<file path="config.mk">
export PLATFORM = sky130hd
export DESIGN_NAME = serial_add_sched_flat
export DESIGN_NICKNAME = d
export VERILOG_FILES = /design/src/rtl/serial_add_sched_if.sv /design/src/rtl/serial_add_sched.sv /design/src/flat_wrapper.sv
export SDC_FILE = /design/constraint.sdc
export NUM_CORES = 1
export LEC_CHECK = 0
export BUFFER_PORTS_ARGS = -buffer_cell sky130_fd_sc_hd__buf_4
export CORE_AREA = 2 2 79 59
export CTS_CLUSTER_DIAMETER = 60
export CTS_CLUSTER_SIZE = 12
export DETAILED_ROUTE_END_ITERATION = 10
export DIE_AREA = 0 0 81 61
export HOLD_SLACK_MARGIN = 0.02
export MAX_ROUTING_LAYER = met4
export PLACE_DENSITY = 0.77
export SYNTH_ARGS = -nofsm -noshare
export SYNTH_HDL_FRONTEND = slang
export SYNTH_SLANG_ARGS = --single-unit
</file>
<file path="constraint.sdc">
create_clock -name clk -period 2.1 [get_ports clk]
set_input_delay 0.105 -clock clk [delete_from_list [all_inputs] [get_ports clk]]
set_output_delay 0.105 -clock clk [all_outputs]
set_load 0.03 [all_outputs]
</file>
<file path="src/rtl/serial_add_sched_if.sv">
// Request/result bundle for the bit-serial add scheduler.
// Sub-select lines exist only when SERIAL_ADD_SUB_EN is defined.
interface serial_add_sched_if #(
  parameter int WIDTH = 8
);
  logic             req0;
  logic [WIDTH-1:0] a0;
  logic [WIDTH-1:0] b0;
  logic             cin0;
  logic             req1;
  logic [WIDTH-1:0] a1;
  logic [WIDTH-1:0] b1;
  logic             cin1;
`ifdef SERIAL_ADD_SUB_EN
  logic             sub0;
  logic             sub1;
`endif
  logic             gnt0;
  logic             gnt1;
  logic             busy;
  logic             res_valid;
  logic             res_id;
  logic [WIDTH-1:0] res_sum;
  logic             res_cout;

  modport master (
`ifdef SERIAL_ADD_SUB_EN
    output sub0, sub1,
`endif
    output req0, a0, b0, cin0,
    output req1, a1, b1, cin1,
    input  gnt0, gnt1, busy,
    input  res_valid, res_id,
    input  res_sum, res_cout
  );

  modport slave (
`ifdef SERIAL_ADD_SUB_EN
    input  sub0, sub1,
`endif
    input  req0, a0, b0, cin0,
    input  req1, a1, b1, cin1,
    output gnt0, gnt1, busy,
    output res_valid, res_id,
    output res_sum, res_cout
  );
endinterface

</file>
<file path="src/rtl/serial_add_sched.sv">
// Round-robin bit-serial adder sharing one full-adder cell.
// Define SERIAL_ADD_SUB_EN to add per-requester subtract.
module serial_add_sched #(
  parameter int WIDTH = 8
) (
  input  logic              clk,
  input  logic              rst,
  serial_add_sched_if.slave bus
);
  localparam int CW = (WIDTH > 1) ? $clog2(WIDTH) : 1;

  typedef enum logic [1:0] {
    IDLE,
    RUN,
    DONE
  } state_t;

  state_t           state_q;
  logic [WIDTH-1:0] opa_q;
  logic [WIDTH-1:0] opb_q;
  logic [WIDTH-1:0] acc_q;
  logic [WIDTH-1:0] sum_q;
  logic [CW-1:0]    cnt_q;
  logic             carry_q;
  logic             id_q;
  logic             ptr_q;
  logic             gnt0_q;
  logic             gnt1_q;
  logic             valid_q;
  logic             rid_q;
  logic             cout_q;

  logic             fa_s;
  logic             fa_c;
  logic [WIDTH-1:0] acc_d;
  logic             pick1;
  logic [WIDTH-1:0] opa_d;
  logic [WIDTH-1:0] opb_d;
  logic             carry_d;

  always_comb begin
    fa_s = opa_q[0] ^ opb_q[0] ^ carry_q;
    fa_c = (opa_q[0] & opb_q[0])
         | (carry_q & (opa_q[0] ^ opb_q[0]));
    acc_d = acc_q >> 1;
    acc_d[WIDTH-1] = fa_s;
  end

  // Ties go to whichever side was not served last.
  always_comb begin
    pick1   = bus.req1 & (~bus.req0 | ~ptr_q);
    opa_d   = pick1 ? bus.a1 : bus.a0;
    opb_d   = pick1 ? bus.b1 : bus.b0;
    carry_d = pick1 ? bus.cin1 : bus.cin0;
`ifdef SERIAL_ADD_SUB_EN
    if (pick1 ? bus.sub1 : bus.sub0) begin
      opb_d   = ~opb_d;
      carry_d = 1'b1;
    end
`endif
  end

  always_ff @(posedge clk) begin
    if (rst) begin
      state_q <= IDLE;
      opa_q   <= '0;
      opb_q   <= '0;
      acc_q   <= '0;
      sum_q   <= '0;
      cnt_q   <= '0;
      carry_q <= 1'b0;
      id_q    <= 1'b0;
      ptr_q   <= 1'b1;
      gnt0_q  <= 1'b0;
      gnt1_q  <= 1'b0;
      valid_q <= 1'b0;
      rid_q   <= 1'b0;
      cout_q  <= 1'b0;
    end else begin
      gnt0_q  <= 1'b0;
      gnt1_q  <= 1'b0;
      valid_q <= 1'b0;
      unique case (state_q)
        IDLE: begin
          if (bus.req0 | bus.req1) begin
            opa_q   <= opa_d;
            opb_q   <= opb_d;
            carry_q <= carry_d;
            id_q    <= pick1;
            ptr_q   <= pick1;
            cnt_q   <= '0;
            gnt0_q  <= ~pick1;
            gnt1_q  <= pick1;
            state_q <= RUN;
          end
        end
        RUN: begin
          opa_q   <= opa_q >> 1;
          opb_q   <= opb_q >> 1;
          carry_q <= fa_c;
          acc_q   <= acc_d;
          cnt_q   <= cnt_q + 1'b1;
          if (cnt_q == CW'(WIDTH - 1)) begin
            state_q <= DONE;
            sum_q   <= acc_d;
            cout_q  <= fa_c;
            rid_q   <= id_q;
            valid_q <= 1'b1;
          end
        end
        DONE: state_q <= IDLE;
        default: state_q <= IDLE;
      endcase
    end
  end

  assign bus.gnt0      = gnt0_q;
  assign bus.gnt1      = gnt1_q;
  assign bus.busy      = (state_q != IDLE);
  assign bus.res_valid = valid_q;
  assign bus.res_id    = rid_q;
  assign bus.res_sum   = sum_q;
  assign bus.res_cout  = cout_q;
endmodule

</file>
<file path="src/flat_wrapper.sv">
// flat-port wrapper written by rule: the top's interface ports become plain ports
module serial_add_sched_flat 
#(
  parameter int WIDTH = 8
)
  (clk, rst, bus_req0, bus_a0, bus_b0, bus_cin0, bus_req1, bus_a1, bus_b1, bus_cin1, bus_gnt0, bus_gnt1, bus_busy, bus_res_valid, bus_res_id, bus_res_sum, bus_res_cout);
  serial_add_sched_if #(.WIDTH(WIDTH)) bus_i ();
  input  logic clk;
  input  logic rst;
  input wire logic [$bits(bus_i.req0)-1:0] bus_req0;
  input wire logic [$bits(bus_i.a0)-1:0] bus_a0;
  input wire logic [$bits(bus_i.b0)-1:0] bus_b0;
  input wire logic [$bits(bus_i.cin0)-1:0] bus_cin0;
  input wire logic [$bits(bus_i.req1)-1:0] bus_req1;
  input wire logic [$bits(bus_i.a1)-1:0] bus_a1;
  input wire logic [$bits(bus_i.b1)-1:0] bus_b1;
  input wire logic [$bits(bus_i.cin1)-1:0] bus_cin1;
  output wire logic [$bits(bus_i.gnt0)-1:0] bus_gnt0;
  output wire logic [$bits(bus_i.gnt1)-1:0] bus_gnt1;
  output wire logic [$bits(bus_i.busy)-1:0] bus_busy;
  output wire logic [$bits(bus_i.res_valid)-1:0] bus_res_valid;
  output wire logic [$bits(bus_i.res_id)-1:0] bus_res_id;
  output wire logic [$bits(bus_i.res_sum)-1:0] bus_res_sum;
  output wire logic [$bits(bus_i.res_cout)-1:0] bus_res_cout;
  assign bus_i.req0 = bus_req0;
  assign bus_i.a0 = bus_a0;
  assign bus_i.b0 = bus_b0;
  assign bus_i.cin0 = bus_cin0;
  assign bus_i.req1 = bus_req1;
  assign bus_i.a1 = bus_a1;
  assign bus_i.b1 = bus_b1;
  assign bus_i.cin1 = bus_cin1;
  assign bus_gnt0 = bus_i.gnt0;
  assign bus_gnt1 = bus_i.gnt1;
  assign bus_busy = bus_i.busy;
  assign bus_res_valid = bus_i.res_valid;
  assign bus_res_id = bus_i.res_id;
  assign bus_res_sum = bus_i.res_sum;
  assign bus_res_cout = bus_i.res_cout;
  serial_add_sched #(.WIDTH(WIDTH)) u_core (.clk(clk), .rst(rst), .bus(bus_i));
endmodule
</file>
==> results.md <==
- Status: finished, final reports clean
- FF+latch count, synth: 44
- CP max FO: 12
- Synth warn: 0
- Placement Cell Area: 0.00250 mm2
- Synth area leader: dfxtp_1
- Max cap viols: 0
- First-pass GRT wire length: 7130 um
- WP data arrival: 1980 ps
- CTS Buf Count: 5
- Post-synthesis sequential area ratio: 0.413
- Vias in the first global route: 1542
- Post-DP HPWL: 2800 um
- Critical path class: register to register
- Total net switching power: 0.443 mW
- Least-Margin Pin Slew: 540 ps
- Insertion delay to the later sink of the worst-skew pair: 290 ps
- Worst Hold Slack: 67.2 ps
- Site row count: 20
- Port-buffer cells: 51
- Die ar.: 0.00494 mm2
- RePlAce Congestion: 0.748
- Count of cell types in the netlist: 33
- Syn nets: 269
- Initial antenna violation count: 0
- Final Util: 0.641
- Drt wl/cell: 12.8 um
- Min setup slack post-route: 289 ps
- CP endpoint kind: register
- Core Region: 0.00415 mm2
- CTS tree: done
- Most frequent cell after synthesis: dfxtp_1
- Global route overflow: 0
- LEAKAGE: 1.12 nW
- Nets: 311
- Number of setup buffers added after CTS: 0
- Dpl ws: 338 ps
- Endpoints failing setup: 0
- Crit-path cells: ha_1 -> ha_1 -> nand3b_1 -> mux2i_1 -> nor2_1
- Root Driver: clkbuf_8
- Cts hold-fix bufs: 0
- Final wirelength: 4190 um
- Vias per cell: 5.24
- Ratio of cells with drive above 1 in the final layout: 0.280
- Resized cells post-CTS: 0
- I/O pin cnt: 52
- GRT Total Usage: 0.194
- CP max stage delay: 450 ps
- Crit path top cell by count: ha_1
- Fraction of registers with async set or reset after synthesis: 0
- Combinational share of power: 0.126
- Post-layout minimum cycle time: 1810 ps
- WP data required: 2270 ps
- Clock transition at path regs: 80 ps
- Die height: 61 um
- Primary FF master, synth: dfxtp_1
- Routed Antenna Nets: 0
- Post-synth EDFFs: 0
- RSZ-0062 raised after global routing: false
- Final Cycle Share: 0.862
- Clock Path Buffers: 2
- Crit path launch type: register
- Htree depth: 2
- Cell area after layout: 0.00266 mm2
- Power per standard cell area: 766 mW/mm2
- Clk sinks: 44
- Commonest cells in the netlist: dfxtp_1, nand2_1, a21oi_1, mux2i_1
- Slowest cell on crit path: nand3b_1
- Hold Vio Cnt, Final: 0
- Syn Inst Count: 228
- Share of total power in sequential cells: 0.442
- Setup TNS: 0 ps
- Clock skew: 6.61 ps
- Routed vias: 1709
- Top-area cell type share of the netlist area: 0.413
- Slew HR: 0.640
- Internal power: 1.60 mW
- Area Growth Syn to Fin: 24.9%
- Dominant cells by area after synthesis: dfxtp_1, mux2i_1, and3b_1
- Largest net degree at the start of global routing: 44
- Starting density of the core: 0.513
- Fmax: 0.552 GHz
- Chip Width: 81 um
- Sw Share: 0.217
- Pre-antenna DRT Iters: 4
- DRT iter0 DRCs: 120
- Mapped Area: 0.00213 mm2
- Min-Delay Path Class: primary input to register
- Final Max Slew Viols: 0
- Maximum vdd drop: 527 uV
- DRC: 0
- Antenna cell count: 0
- Synth Area per Inst: 9.35 um2
- Clock share of power: 0.432
-- worst max-delay path: cells and delay by family (launching register included) --
family / cells / cell delay (ps)
flops: 1 / 350
simple gates: 2 / 500
mux: 1 / 270
fa+ha+maj: 2 / 550
-- cell usage in the layout (no fill, tap or decap), drive strengths merged --
| cell type | n |
|---|---|
| nand3 | 9 |
| bufinv | 3 |
| mux2i | 18 |
| and2b | 1 |
| o22a | 1 |
| ha | 2 |
| clkbuf | 5 |
| nor2b | 1 |
| o22ai | 15 |
| fa | 1 |
| nor3 | 1 |
| o32ai | 2 |
| o21ai | 3 |
| or3b | 1 |
| or3 | 1 |
| a21oi | 20 |
| and2 | 15 |
| o211ai | 2 |
| a211oi | 15 |
| buf | 56 |
| inv | 2 |
| nand2b | 2 |
| dfxtp | 44 |
| or2 | 1 |
| a21boi | 1 |
| nand2 | 25 |
| nor2 | 7 |
| nand3b | 2 |
| and3b | 15 |
-- path summary, 6_finish.rpt --
kind                startpoint                  end  slack [ps]  depth (start not counted)
max            u_core.cnt_q[0]  u_core.bus.res_cout         290                          5
min                  bus_b0[6]      u_core.opb_q[6]          70                          3
max reg2reg    u_core.cnt_q[0]  u_core.bus.res_cout         290                          5
min reg2reg  u_core.bus.res_id    u_core.bus.res_id         460                          2
-- through the flow --
stage	cells	power, mW
floorplan	228	1.10
global placement	318	1.17
detailed placement	318	1.18
CTS	326	2.05
global route	326	2.12
finish	326	2.04
-- power groups by stage --
| stage | sequential [mW] | clock, mW | combinational (mW) |
|---|---|---|---|
| 2_1_floorplan | 0.918 | 0 | 0.179 |
| 3_3_place_gp | 0.920 | 0 | 0.255 |
| 3_5_place_dp | 0.920 | 0 | 0.258 |
| 4_1_cts | 0.901 | 0.887 | 0.259 |
| 5_1_grt | 0.908 | 0.923 | 0.285 |
| 6_report | 0.902 | 0.881 | 0.258 |
-- layer usage --
| metal | GRT usage | vias up | wire, um |
|---|---|---|---|
| met2 | 0.286 | 37 | 1780 |
| met5 | - | - | 0 |
| met4 | 0.0533 | 0 | 29 |
| li1 | - | 899 | - |
| met3 | 0.0417 | 5 | 201 |
| met1 | 0.269 | 768 | 2170 |
-- state kept, by name, summed over array words and instances (netlist names) --
signal,cells
u_core.bus.res_sum,8
u_core.id_q,1
u_core.bus.gnt0,1
u_core.carry_q,1
u_core.ptr_q,1
u_core.state_q,2
u_core.cnt_q,3
u_core.opb_q,8
u_core.bus.res_id,1
u_core.bus.res_cout,1
u_core.acc_q,7
u_core.bus.res_valid,1
u_core.opa_q,8
u_core.bus.gnt1,1
-- final cells by class --
cell class,instances,area [um2]
clock buffers,5,68.8
clock inverters,3,90.1
fillers,362,1490
inverters,2,7.51
multi-input cells,161,1130
flip-flops and latches,44,881
well taps,55,68.8
repair buffers,56,420
-- kinds of logic (layout without fill, tap and decap cells) --
kind of cell | Yosys count | after routing | synth area share
buffers and inverters | 23 | 66 | 0.0604
muxes | 18 | 18 | 0.0845
and+or+nand+nor | 81 | 81 | 0.221
adders and majority gates | 3 | 3 | 0.0211
AOI/OAI and AO/OA | 59 | 59 | 0.200
DFF | 44 | 44 | 0.413
(Power assumes the default switching activity.)
